==> config.mk <==
export PLATFORM = sky130hd
export DESIGN_NAME = fxp_sqrt_seq
export DESIGN_NICKNAME = d
export VERILOG_FILES = /design/src/rtl/fxp_sqrt_seq.sv
export SDC_FILE = /design/constraint.sdc
export NUM_CORES = 1
export LEC_CHECK = 0
export ABC_AREA = 1
export ABC_CLOCK_PERIOD_IN_PS = 2370
export CAP_MARGIN = 30
export CORE_MARGIN = 4
export CORE_UTILIZATION = 40
export CTS_CLUSTER_SIZE = 14
export DETAILED_ROUTE_END_ITERATION = 10
export PLACE_DENSITY = 0.62
export SLEW_MARGIN = 20
export SYNTH_ARGS = -nofsm -noshare
export SYNTH_HDL_FRONTEND = slang
export SYNTH_SLANG_ARGS = --single-unit
==> constraint.sdc <==
create_clock -name clk -period 2.37 [get_ports clk]
set_input_delay 0.474 -clock clk [delete_from_list [all_inputs] [get_ports clk]]
set_output_delay 0.474 -clock clk [all_outputs]
set_load 0.02 [all_outputs]
==> src/rtl/fxp_sqrt_seq.sv <==
// Sequential fixed-point square root, one root bit per clock.
// Radix-2 digit recurrence with valid/ready on both sides and tag pass-through.
module fxp_sqrt_seq #(
  parameter  int IN_W     = 12,
  parameter  int IN_FRAC  = 4,
  parameter  int OUT_FRAC = 16,
  parameter  int TAG_W    = 4,
  parameter  int ROUND    = 0,
  localparam int RAW      = IN_W + 2*OUT_FRAC - IN_FRAC,
  localparam int RW       = RAW + (RAW % 2),
  localparam int QW       = RW / 2
) (
  input  logic             clk,
  input  logic             rst_,
  input  logic             in_valid,
  output logic             in_ready,
  input  logic [IN_W-1:0]  in_a,
  input  logic [TAG_W-1:0] in_tag,
  output logic             out_valid,
  input  logic             out_ready,
  output logic [QW-1:0]    out_q,
  output logic             out_exact,
  output logic [TAG_W-1:0] out_tag,
  output logic             busy
);

  localparam int SH = 2*OUT_FRAC - IN_FRAC;
  localparam int IW = (QW > 1) ? $clog2(QW) : 1;

  typedef enum logic [1:0] {
    S_IDLE, S_CALC, S_FIN, S_DONE
  } state_e;

  state_e state_q, state_d;

  logic [RW-1:0]    r_q, r_d;
  logic [QW-1:0]    q_q, q_d;
  logic [QW+1:0]    rem_q, rem_d;
  logic [IW-1:0]    iter_q, iter_d;
  logic [TAG_W-1:0] tag_q, tag_d;
  logic [QW-1:0]    oq_q, oq_d;
  logic             oex_q, oex_d;
  logic [TAG_W-1:0] otag_q, otag_d;
  logic             ovld_q, ovld_d;

  logic [QW+1:0] rem_sh;
  logic [QW+1:0] trial;
  logic          ge;
  logic          up;
  logic [QW-1:0] q_rnd;

  // State and datapath registers, all cleared by async reset
  always_ff @(posedge clk or negedge rst_) begin
    if (!rst_) begin
      state_q <= S_IDLE;
      r_q     <= '0;
      q_q     <= '0;
      rem_q   <= '0;
      iter_q  <= '0;
      tag_q   <= '0;
      oq_q    <= '0;
      oex_q   <= 1'b0;
      otag_q  <= '0;
      ovld_q  <= 1'b0;
    end else begin
      state_q <= state_d;
      r_q     <= r_d;
      q_q     <= q_d;
      rem_q   <= rem_d;
      iter_q  <= iter_d;
      tag_q   <= tag_d;
      oq_q    <= oq_d;
      oex_q   <= oex_d;
      otag_q  <= otag_d;
      ovld_q  <= ovld_d;
    end
  end

  // Next-state sequencing: accept, QW iterations, finish, handshake
  always_comb begin
    state_d = state_q;
    unique case (state_q)
      S_IDLE: if (in_valid) state_d = S_CALC;
      S_CALC: if (iter_q == '0) state_d = S_FIN;
      S_FIN:  state_d = S_DONE;
      S_DONE: if (out_ready) state_d = S_IDLE;
    endcase
  end

  // Recurrence step, rounding and result capture
  always_comb begin
    r_d    = r_q;
    q_d    = q_q;
    rem_d  = rem_q;
    iter_d = iter_q;
    tag_d  = tag_q;
    oq_d   = oq_q;
    oex_d  = oex_q;
    otag_d = otag_q;
    ovld_d = ovld_q;
    rem_sh = {rem_q[QW-1:0], r_q[RW-1 -: 2]};
    trial  = {q_q, 2'b01};
    ge     = (rem_sh >= trial);
    up     = (ROUND != 0) && (rem_q > {2'b00, q_q}) && !(&q_q);
    q_rnd  = q_q + QW'(up);
    unique case (state_q)
      S_IDLE: begin
        if (in_valid) begin
          r_d    = RW'(in_a) << SH;
          tag_d  = in_tag;
          q_d    = '0;
          rem_d  = '0;
          iter_d = IW'(QW - 1);
        end
      end
      S_CALC: begin
        r_d    = r_q << 2;
        rem_d  = ge ? (rem_sh - trial) : rem_sh;
        q_d    = {q_q[QW-2:0], ge};
        iter_d = iter_q - 1'b1;
      end
      S_FIN: begin
        oq_d   = q_rnd;
        oex_d  = (rem_q == '0);
        otag_d = tag_q;
        ovld_d = 1'b1;
      end
      S_DONE: begin
        if (out_ready) ovld_d = 1'b0;
      end
    endcase
  end

  // Port drive from state and result registers
  always_comb begin
    in_ready  = (state_q == S_IDLE);
    busy      = (state_q != S_IDLE);
    out_valid = ovld_q;
    out_q     = oq_q;
    out_exact = oex_q;
    out_tag   = otag_q;
  end

endmodule

==> impl_results.md, run 1 <==
- Outcome: complete, no violations
- GRT Overall Usage: 19.91%
- Yosys reg bits: 91
- Final hold vios: 0
- Setup violations, final: 0
- Mapped Area: 5629 µm²
- Detailed placement HPWL: 11,410 µm
- Iteration-0 DRC count of the detailed router: 327
- Slowest cell delay on critical path: 0.42 ns
- Die area: about 16,000 µm²
- Hold Buf Count CTS: 0
- Placer Congestion: roughly 0.92
- Buf/Inv on CP: 1
- Setup ws final: 0.1840 ns
- Clk_lat worst skew: 0.36 ns
- Startpoint types: flip-flop
- Routed via count: 4,936
- Fin crit share: 92.24%
- CP dominant cell by count: nand2_1
- Deepest clock path buffer count: 2
- Post-synth cell types: 43
- Core area: 13,830 µm²
- Post-Synthesis Cells: 742
- Mean Syn Cell Area: 7.586 µm²
- Ys async rst share: between 90% and 100%
- Fin util: 47.61%
- # diodes: 0
- DRT Wirelength: 14,970 µm
- Ys Warns: 0
- CTS Sinks: 91
- Layout area overhead: 16.94%
- Die X-Extent: 126.6 µm
- Vias in the first global route: 5,038
- Crit path kind: reg -> reg
- CP Cell Sequence: ha_1, nand2_2, inv_1, nand2_1, nor2_1, nand3_2, nand2_2, nor2_4, nand2_8, nand3_2, nand2_1, nand2_1
- Req. time, crit path: 2.62 ns
- IO buf count: 47
- Drc violations: 0
- Crit. End Element: flip-flop
- Pre-antenna DRT Iters: 5
- Die height: 126.6 µm
- Final Max Tran Viols: 0
- CTS Buf Count: 9
- TritonCTS clock tree: yes
- First-pass GRT wire length: 25,380 µm
- Clock Tree Root: clkbuf_16
- Crit path max-delay family: simple AND/OR/NAND/NOR gates
- Slew Limit Headroom: ~66%
- Drt wl/cell: 15.34 µm
- Post-synth EDFFs: 0
- RSZ-0062 raised after global routing: no
- Detail Route Antenna Nets: 0
- Worst min-delay path category: in -> async
- Synth Flop Type: dfrtp_1
- Measured slew at the worst slew-check pin: 0.5057 ns
- CTS H-tree depth: 3
- CP max stage cell: dfrtp_1
- Post-layout min period: about 2.2 ns
- Post-CTS Setup Bufs: 0
- Final Instance Area: approximately 6600 µm²
- Final Skew: 0.01037 ns
- Max Fanout on Critical Path: 23
- Share of the synthesized area in the top cell type: 40.45%
- Clock slew at reported path FFs: 0.06 ns
- Crit path DAT: 2.43 ns
- Seq/Total Area, Yosys: 40.45%
- Syn Nets: between 700 and 800
- Initial Util: 40.71%
- # nets final: 839
- Setup TNS: 0 ns
- Initial antenna violation count: 0
- Max Cap Viol: 0
- Largest net degree at the start of global routing: 60
- Fmax: 0.4575 GHz
- Ranking of synthesized cells by area: dfrtp_1 (40%), nand2_1 (15%), inv_1 (7.7%), ha_1 (6.2%), nand3_1 (4.3%)
- Remaining Overflow, GRT: 0
- Total I/O pin count: 48
- Largest area contributor in the netlist: dfrtp_1
- DP Worst Slack: 0.2325 ns
- Row cnt: 43
- Vias/cell: 5.057
- Layout cells sized above 1: a little under an eighth
- Placed Area: 6295 µm²
==> final timing paths <==
check                                      start                    end  cells past startpoint  slack [ns]
max                         rem_q[4]$_DFFE_PN0P_  rem_q[20]$_DFFE_PN0P_                     12        0.18
min                                         rst_  out_q[14]$_DFFE_PN0P_                      1        0.08
max reg2reg                 rem_q[4]$_DFFE_PN0P_  rem_q[20]$_DFFE_PN0P_                     12        0.18
min reg2reg                iter_q[3]$_DFFE_PN0P_  iter_q[3]$_DFFE_PN0P_                      1        0.47
max in group asynchronous                   rst_   rem_q[3]$_DFFE_PN0P_                      2        1.62
min in group clk           iter_q[3]$_DFFE_PN0P_  iter_q[3]$_DFFE_PN0P_                      1        0.47
==> layer usage <==
layer	GRT usage [%]	routed length, µm
met1	23.86	6438
met2	33.16	7150
met3	5.432	671
met4	9.464	712
met5	0	0
==> logic make-up (layout without fill, tap and decap cells) <==
family,after synthesis,count (layout),share of synthesized area (%)
XOR/XNOR,9,9,1.400
buffers and inverters,150,204,11.31
multiplexers,4,4,0.8001
AO/OA/AOI/OAI,98,98,10.11
adder cells (fa/ha/maj),28,28,6.224
flip-flops,91,91,40.45
AND/OR/NAND/NOR,362,362,29.70
==> timing repair <==
| item | in CTS | in global routing |
|---|---|---|
| hold endpoints to repair | 0 | 0 |
| setup endpoints to repair | 0 | 3 |
| gates resized for setup | 0 | 3 |
==> sequential cells by signal, summed over array words and instances, names as in the netlist <==
| register | count |
|---|---|
| iter_q | 5 |
| out_exact | 1 |
| out_q | 20 |
| out_tag | 4 |
| out_valid | 1 |
| q_q | 20 |
| r_q | 12 |
| rem_q | 22 |
| state_q | 2 |
| tag_q | 4 |
==> area by class of cell <==
class | instances | area [µm²]
sequential | 91 | 2277
tap | 180 | 225.2
clock inverter | 4 | 33.78
clock buffer | 12 | 246.5
inverter | 126 | 473.0
fill | 1400 | 7244
multi-input combinational | 501 | 2729
timing repair buffer | 62 | 598.1
==> through the flow <==
stage	instances	hold WS, ns
2_1_floorplan	742	0.1784
3_3_place_gp	960	0.4484
3_5_place_dp	960	0.4589
4_1_cts	976	0.09065
5_1_grt	976	0.1074
6_report	976	0.07544
==> cell usage in the layout (no fill, tap or decap), types with 8 or more instances in the layout <==
cell type and n:
dfrtp_1 91, inv_1 116, a21oi_1 12, nor2_1 32
o21ai_0 38, xnor2_1 8, nand3_1 48, nand2_1 219
nand2_2 18, clkbuf_16 9, nand3_2 17, o22ai_1 20
buf_4 15, clkdlybuf4s50_1 44, inv_2 8, ha_1 27
==> cell usage after synthesis (2+ instances only) <==
library cell / instances
a21oi_1: 12
a21oi_2: 3
a31oi_1: 5
buf_12: 2
buf_2: 9
buf_4: 2
buf_6: 3
clkbuf_1: 7
clkinv_1: 2
dfrtp_1: 91
ha_1: 28
inv_1: 116
inv_2: 8
mux2_2: 4
nand2_1: 219
nand2_2: 18
nand3_1: 48
nand3_2: 17
nand3b_1: 4
nand4_1: 7
nor2_1: 32
nor2_2: 3
nor3_1: 3
nor4_1: 4
o211ai_1: 5
o21ai_0: 38
o21ai_1: 8
o21ai_2: 3
o22ai_1: 20
xnor2_1: 8
Power of run 1 is not shown: default switching activity piles up to over one toggle a cycle in this logic, so the estimate is an artifact.
==> run 2: changes to the inputs <==
Settings changed: CORE_MARGIN 4 to default.
==> run 2 against run 1 <==
  * Maximum frequency is 1.2% higher
  * Register-to-register slack better by 0.03 ns
  * Critical path depth rose by 1
  * Non-clock buffer count shrank 2
  * Clock-buffer cell count fell by 1
  * Design area is 0.19% higher
  * Wire length decreased by 7.9%
  * Final cell count fell by 0.72%
  * Worst hold slack better by 0.019 ns
  * Core utilization increased by 1.2 points
  * Flip-flop and latch count unchanged
  * Die area shrank 9.3%
  * Critical path type unchanged
  * Largest cell class unchanged
==> impl_results.md, run 2 (same netlist as run 1, synthesis figures left out) <==
- Core area: 13,510 µm² (-2.3%)
- Total I/O pin count: 48 (unchanged)
- Final hold vios: 0 (unchanged)
- Die height: 120.6 µm (-4.7%)
- DRT Wirelength: 13,790 µm (-7.9%)
- Met3 Wirelength: 588 µm (-12%)
- Most frequent cells in the layout: nand2_1 (219), inv_1 (116), dfrtp_1 (91)
- GRT Overall Usage: 20.45% (+0.54 points)
- Final Max Tran Viols: 0 (unchanged)
- Largest reg by FF count: rem_q
- Startpoint types: flip-flop
- Clk_lat worst skew: 0.34 ns (-0.02 ns)
- Fin crit share: 91.16% (-1.1 points)
- First-pass GRT wire length: 23,110 µm (-8.9%)
- Deepest clock path buffer count: 2 (unchanged)
- Post-CTS Setup Bufs: 0 (unchanged)
- Req. time, crit path: 2.59 ns (-0.03 ns)
- Setup TNS: 0 ns (unchanged)
- Clock slew at reported path FFs: 0.06 ns (about the same)
- Crit path kind: reg -> reg
- Remaining Overflow, GRT: 0 (unchanged)
- # diodes: 0 (unchanged)
- Detailed placement HPWL: 10,560 µm (-7.5%)
- Drt wl/cell: 14.23 µm (-7.2%)
- CTS Buf Count: 9 (unchanged)
- # nets final: 837 (-0.24%)
- Pre-antenna DRT Iters: 4 (-1)
- Worst min-delay path category: in -> async
- CP Cell Sequence: inv_1, ha_1, nand2_1, nand2_1, nand2_1, nand2_1, a21oi_2, nand2_2, nand2_8, buf_4, nand3_1, nand3_1, o21ai_1
- Commonest non-fill, non-tap cell in the layout: nand2_1
- Routed via count: 4,815 (-2.5%)
- Die area: 14,550 µm² (-9.3%)
- Clock Tree Root: clkbuf_16
- Placer Congestion: 0.9658 (+4.7%)
- Layout cells sized above 1: 11.35% (-0.33 points)
- Placed Area: 6287 µm² (-0.12%)
- Measured slew at the worst slew-check pin: 0.5338 ns (+0.02814 ns)
- Vias/cell: 4.969 (-1.7%)
- Top Layer Used: met4
- CTS resizes: 0 (unchanged)
- Drc violations: 0 (unchanged)
- IO buf count: 47 (unchanged)
- DRT met1 WL: 6313 µm (-1.9%)
- Detail Route Antenna Nets: 0 (unchanged)
- Post-layout min period: 2.160 ns (-0.02553 ns)
- Fmax: 0.4629 GHz (+1.2%)
- Max Fanout on Critical Path: 13 (-43%)
- CTS Sinks: 91 (unchanged)
- Crit path DAT: 2.38 ns (-0.05 ns)
- WL met2: 6613 µm (-7.5%)
- Row cnt: 42 (-2.3%)
- Layout area overhead: 17.16%
- CP max stage cell: dfrtp_1
- Initial antenna violation count: 0 (unchanged)
- Iteration-0 DRC count of the detailed router: 265 (-19%)
- TritonCTS clock tree: yes
- Initial Util: 41.68% (+0.97 points)
- Max Cap Viol: 0 (unchanged)
- Max reg flops: 22 (unchanged)
- Crit. End Element: flip-flop
- Vias in the first global route: 4,716 (-6.4%)
- CP dominant cell by count: nand2_1
- Setup violations, final: 0 (unchanged)
- Outcome: complete, no violations
- Slowest cell delay on critical path: 0.36 ns (-0.06 ns)
- Die X-Extent: 120.6 µm (-4.7%)
- CTS H-tree depth: 3 (unchanged)
- Slew Limit Headroom: 64.37% (-1.6 points)
- Largest net degree at the start of global routing: 45 (-25%)
- Final Instance Area: 6595 µm² (+0.19%)
- Final Skew: 0.005443 ns (-0.004928 ns)
- RSZ-0062 raised after global routing: no
- Hold Buf Count CTS: 0 (unchanged)
-- run 2: metrics by stage --
stage	util (%)	cells	hold slack [ns]	setup slack, ns
floorplan	-	742	0.1784	0.5100
global placement	46.55	954	0.4485	0.2252
detailed placement	46.55	954	0.4598	0.1937
CTS	48.73	969	0.1069	0.05849
global route	48.83	969	0.1293	0.01790
finish	48.83	969	0.09451	0.2095
-- run 2: worst paths after layout --
kind	start	slack (ns)	end	cells after the start
min reg2reg	iter_q[3]$_DFFE_PN0P_	0.46	iter_q[3]$_DFFE_PN0P_	1
min in group clk	iter_q[3]$_DFFE_PN0P_	0.46	iter_q[3]$_DFFE_PN0P_	1
max in group asynchronous	rst_	1.66	q_q[0]$_DFFE_PN0P_	2
max reg2reg	q_q[5]$_DFFE_PN0P_	0.21	rem_q[6]$_DFFE_PN0P_	13
max	q_q[5]$_DFFE_PN0P_	0.21	rem_q[6]$_DFFE_PN0P_	13
min	rst_	0.09	out_q[14]$_DFFE_PN0P_	1
-- run 2: final cells by class --
cell class	instances	area [µm²]
Clock buffer	11	242.7
Clock inverter	4	51.30
Fill cell	1345	6910
Inverter	126	473.0
Multi-Input combinational cell	501	2735
Sequential cell	91	2277
Tap cell	176	220.2
Timing Repair Buffer	60	595.6
-- run 2: layer usage --
layer / global-route usage (%) / vias to the layer above
li1: - / 2452
met1: 25.76 / 2252
met2: 35.17 / 93
met3: 4.575 / 18
met4: 5.478 / 0
met5: 0 / -
-- run 2: critical path, delay by kind of cell (launching register included) --
kind | cells | cell delay, ns
buffers and inverters | 2 | 0.33
and+or+nand+nor | 8 | 0.79
DFF | 1 | 0.36
AOI/OAI and AO/OA | 2 | 0.24
adders and majority gates | 1 | 0.31
Power of run 2 is left out for the same reason.
==> run 3: changes to the inputs <==
Settings changed: CAP_MARGIN 30 to default, MAX_ROUTING_LAYER from default to met4.
==> run 3 against run 2 <==
  * Maximum frequency shrank 2.6%
  * Flip-flop and latch count is the same
  * First-iteration DRC count shrank 6.4%
  * Final cell count grew 1.2%
  * Clock skew grew 0.010 ns
  * Register-to-register slack is essentially flat
  * Via count grew 1.8%
  * Worst hold slack lost 0.088 ns
  * Global-route usage grew 1.4 points
  * Clock-buffer cell count shrank 1
==> impl_results.md, run 3 (same netlist as run 1, synthesis figures left out) <==
- Outcome: complete, no violations
- Worst R2R End: rem_q[13]$_DFFE_PN0P_
- Fin cells: 981 (+1.2%)
- Row cnt: 42 (unchanged)
- Vias/cell: 4.997 (+0.56%)
- Sequential cell area: 2277 µm² (unchanged)
- R2r startpoint: q_q[1]$_DFFE_PN0P_
- Fin crit share: 93.59% (+2.4 points)
- Drt wl/cell: 14.69 µm (+3.2%)
- Detail Route Antenna Nets: 0 (unchanged)
- Largest reg by FF count: rem_q
- CTS H-tree depth: 3 (unchanged)
- Initial antenna violation count: 0 (unchanged)
- First-pass GRT wire length: 24,170 µm (+4.6%)
- Clock Tree Root: clkbuf_16
- Hold Buf Count CTS: 0 (unchanged)
- Pre-antenna DRT Iters: 5 (+1)
- Setup violations, final: 0 (unchanged)
- Crit. End Element: primary output
- Fmax: 0.4508 GHz (-2.6%)
- Measured slew at the worst slew-check pin: 0.5492 ns (+0.01540 ns)
- Remaining Overflow, GRT: 0 (unchanged)
- TritonCTS clock tree: yes
- M3 GR Usage: 3.726% (-0.85 points)
- Max Fanout on Critical Path: 5 (-8)
- Dpl cells: 962 (+0.84%)
- Drc violations: 0 (unchanged)
- Multi-input logic area: 2778 µm² (+1.6%)
- Routed via count: 4,902 (+1.8%)
- Final Instance Area: 6763 µm² (+2.5%)
- Layout cells sized above 1: 13.29% (+1.9 points)
- Vias in the first global route: 4,938 (+4.7%)
- Setup TNS: 0 ns (unchanged)
- Max Cap Viol: 0 (unchanged)
- Initial Util: 41.68% (unchanged)
- Worst min-delay path category: in -> async
- Total I/O pin count: 48 (unchanged)
- Most frequent cells in the layout: nand2_1 (219), inv_1 (116), dfrtp_1 (91)
- DRT Wirelength: 14,410 µm (+4.5%)
- Die area: 14,550 µm² (unchanged)
- Routing usage on met1: 26.33% (+0.57 points)
- Deepest clock path buffer count: 2 (unchanged)
- GRT Overall Usage: 21.89% (+1.4 points)
- R2R cell count: 14 (+1)
- IO buf count: 47 (unchanged)
- CTS Sinks: 91 (unchanged)
- Core area: 13,510 µm² (unchanged)
- Die X-Extent: 120.6 µm (unchanged)
- Commonest non-fill, non-tap cell in the layout: nand2_1
- Iteration-0 DRC count of the detailed router: 248 (-6.4%)
- # fillers: 1,320 (-1.9%)
- Slew Limit Headroom: 63.34% (-1.0 points)
- Met2 Use GR: 36.67% (+1.5 points)
- Req. time, crit path: 1.90 ns (-0.69 ns)
- # nets final: 848 (+1.3%)
- Die height: 120.6 µm (unchanged)
- Clk_lat worst skew: 0.35 ns (about the same)
- Reg2Reg Setup Slack: 0.20 ns (about the same)
- Max reg flops: 22 (unchanged)
- Final Max Tran Viols: 0 (unchanged)
- Layout area overhead: 20.14%
- CTS Buf Count: 9 (unchanged)
- Final hold vios: 0 (unchanged)
- Gr busiest metal: met2
- Clock slew at reported path FFs: 0.07 ns (about the same)
- Final Skew: 0.01560 ns (+0.01015 ns)
- Startpoint types: flip-flop
- Largest net degree at the start of global routing: 53 (+18%)
- Crit path DAT: 1.74 ns (-0.64 ns)
- Detailed placement HPWL: 10,970 µm (+3.9%)
- Post-layout min period: 2.218 ns (+0.05764 ns)
- Crit path kind: reg -> out
- Placer Congestion: 0.9437 (-2.3%)
- Placed Area: 6360 µm² (+1.2%)
- # diodes: 0 (unchanged)
-- run 3: cell count changes in the layout (fill, tap and decap cells not counted), moves of 2 or more --
cell,delta
ha_1,-4
inv_6,+2
dlymetal6s2s_1,-2
ha_4,+3
buf_4,+9
clkdlybuf4s50_1,+2
buf_12,+2
-- run 3: stage by stage --
| step | hold slack, ns | setup slack, ns | util (%) |
|---|---|---|---|
| finish | 0.006586 | 0.1519 | 50.07 |
| global route | 0.02016 | -0.03130 | 50.07 |
| CTS | 0.001608 | 0.07087 | 49.43 |
| detailed placement | 0.3788 | 0.1747 | 47.09 |
| global placement | 0.3725 | 0.2044 | 47.09 |
| floorplan | 0.1784 | 0.5100 | - |
-- run 3: worst max-delay path by stage --
stage / start / to
floorplan: state_q[0]$_DFFE_PN0P_ / q_q[10]$_DFFE_PN0P_
global placement: rem_q[11]$_DFFE_PN0P_ / rem_q[17]$_DFFE_PN0P_
CTS: state_q[0]$_DFFE_PN0P_ / busy
detailed placement: q_q[2]$_DFFE_PN0P_ / rem_q[18]$_DFFE_PN0P_
finish: state_q[0]$_DFFE_PN0P_ / in_ready
global route: q_q[3]$_DFFE_PN0P_ / rem_q[13]$_DFFE_PN0P_
-- run 3: routing by layer --
layer / up-vias / part of all wire, %
li1: 2473 / -
met1: 2279 / 46
met2: 117 / 48
met3: 33 / 3.4
met4: 0 / 3.0
met5: - / 0
-- run 3: timing repair --
| action | in CTS | in global routing |
|---|---|---|
| setup endpoints to repair | 0 | 10 |
| resized for setup | 0 | 6 |
| buffers inserted | 0 | 3 |
-- run 3: area by class of cell --
class | count | share of cell area, %
clock buffers | 10 | 3.386
clock inverters | 6 | 1.295
inverters | 126 | 6.994
multi-input cells | 501 | 41.07
flip-flops and latches | 91 | 33.67
well taps | 176 | 3.256
repair buffers | 71 | 10.32
-- run 3: critical path, cell delays in order (launching register included) --
cell	delay [ns]
dfrtp_1	0.40
inv_1	0.11
ha_2	0.26
clkdlybuf4s50_1	0.63
Power of run 3 is left out for the same reason.
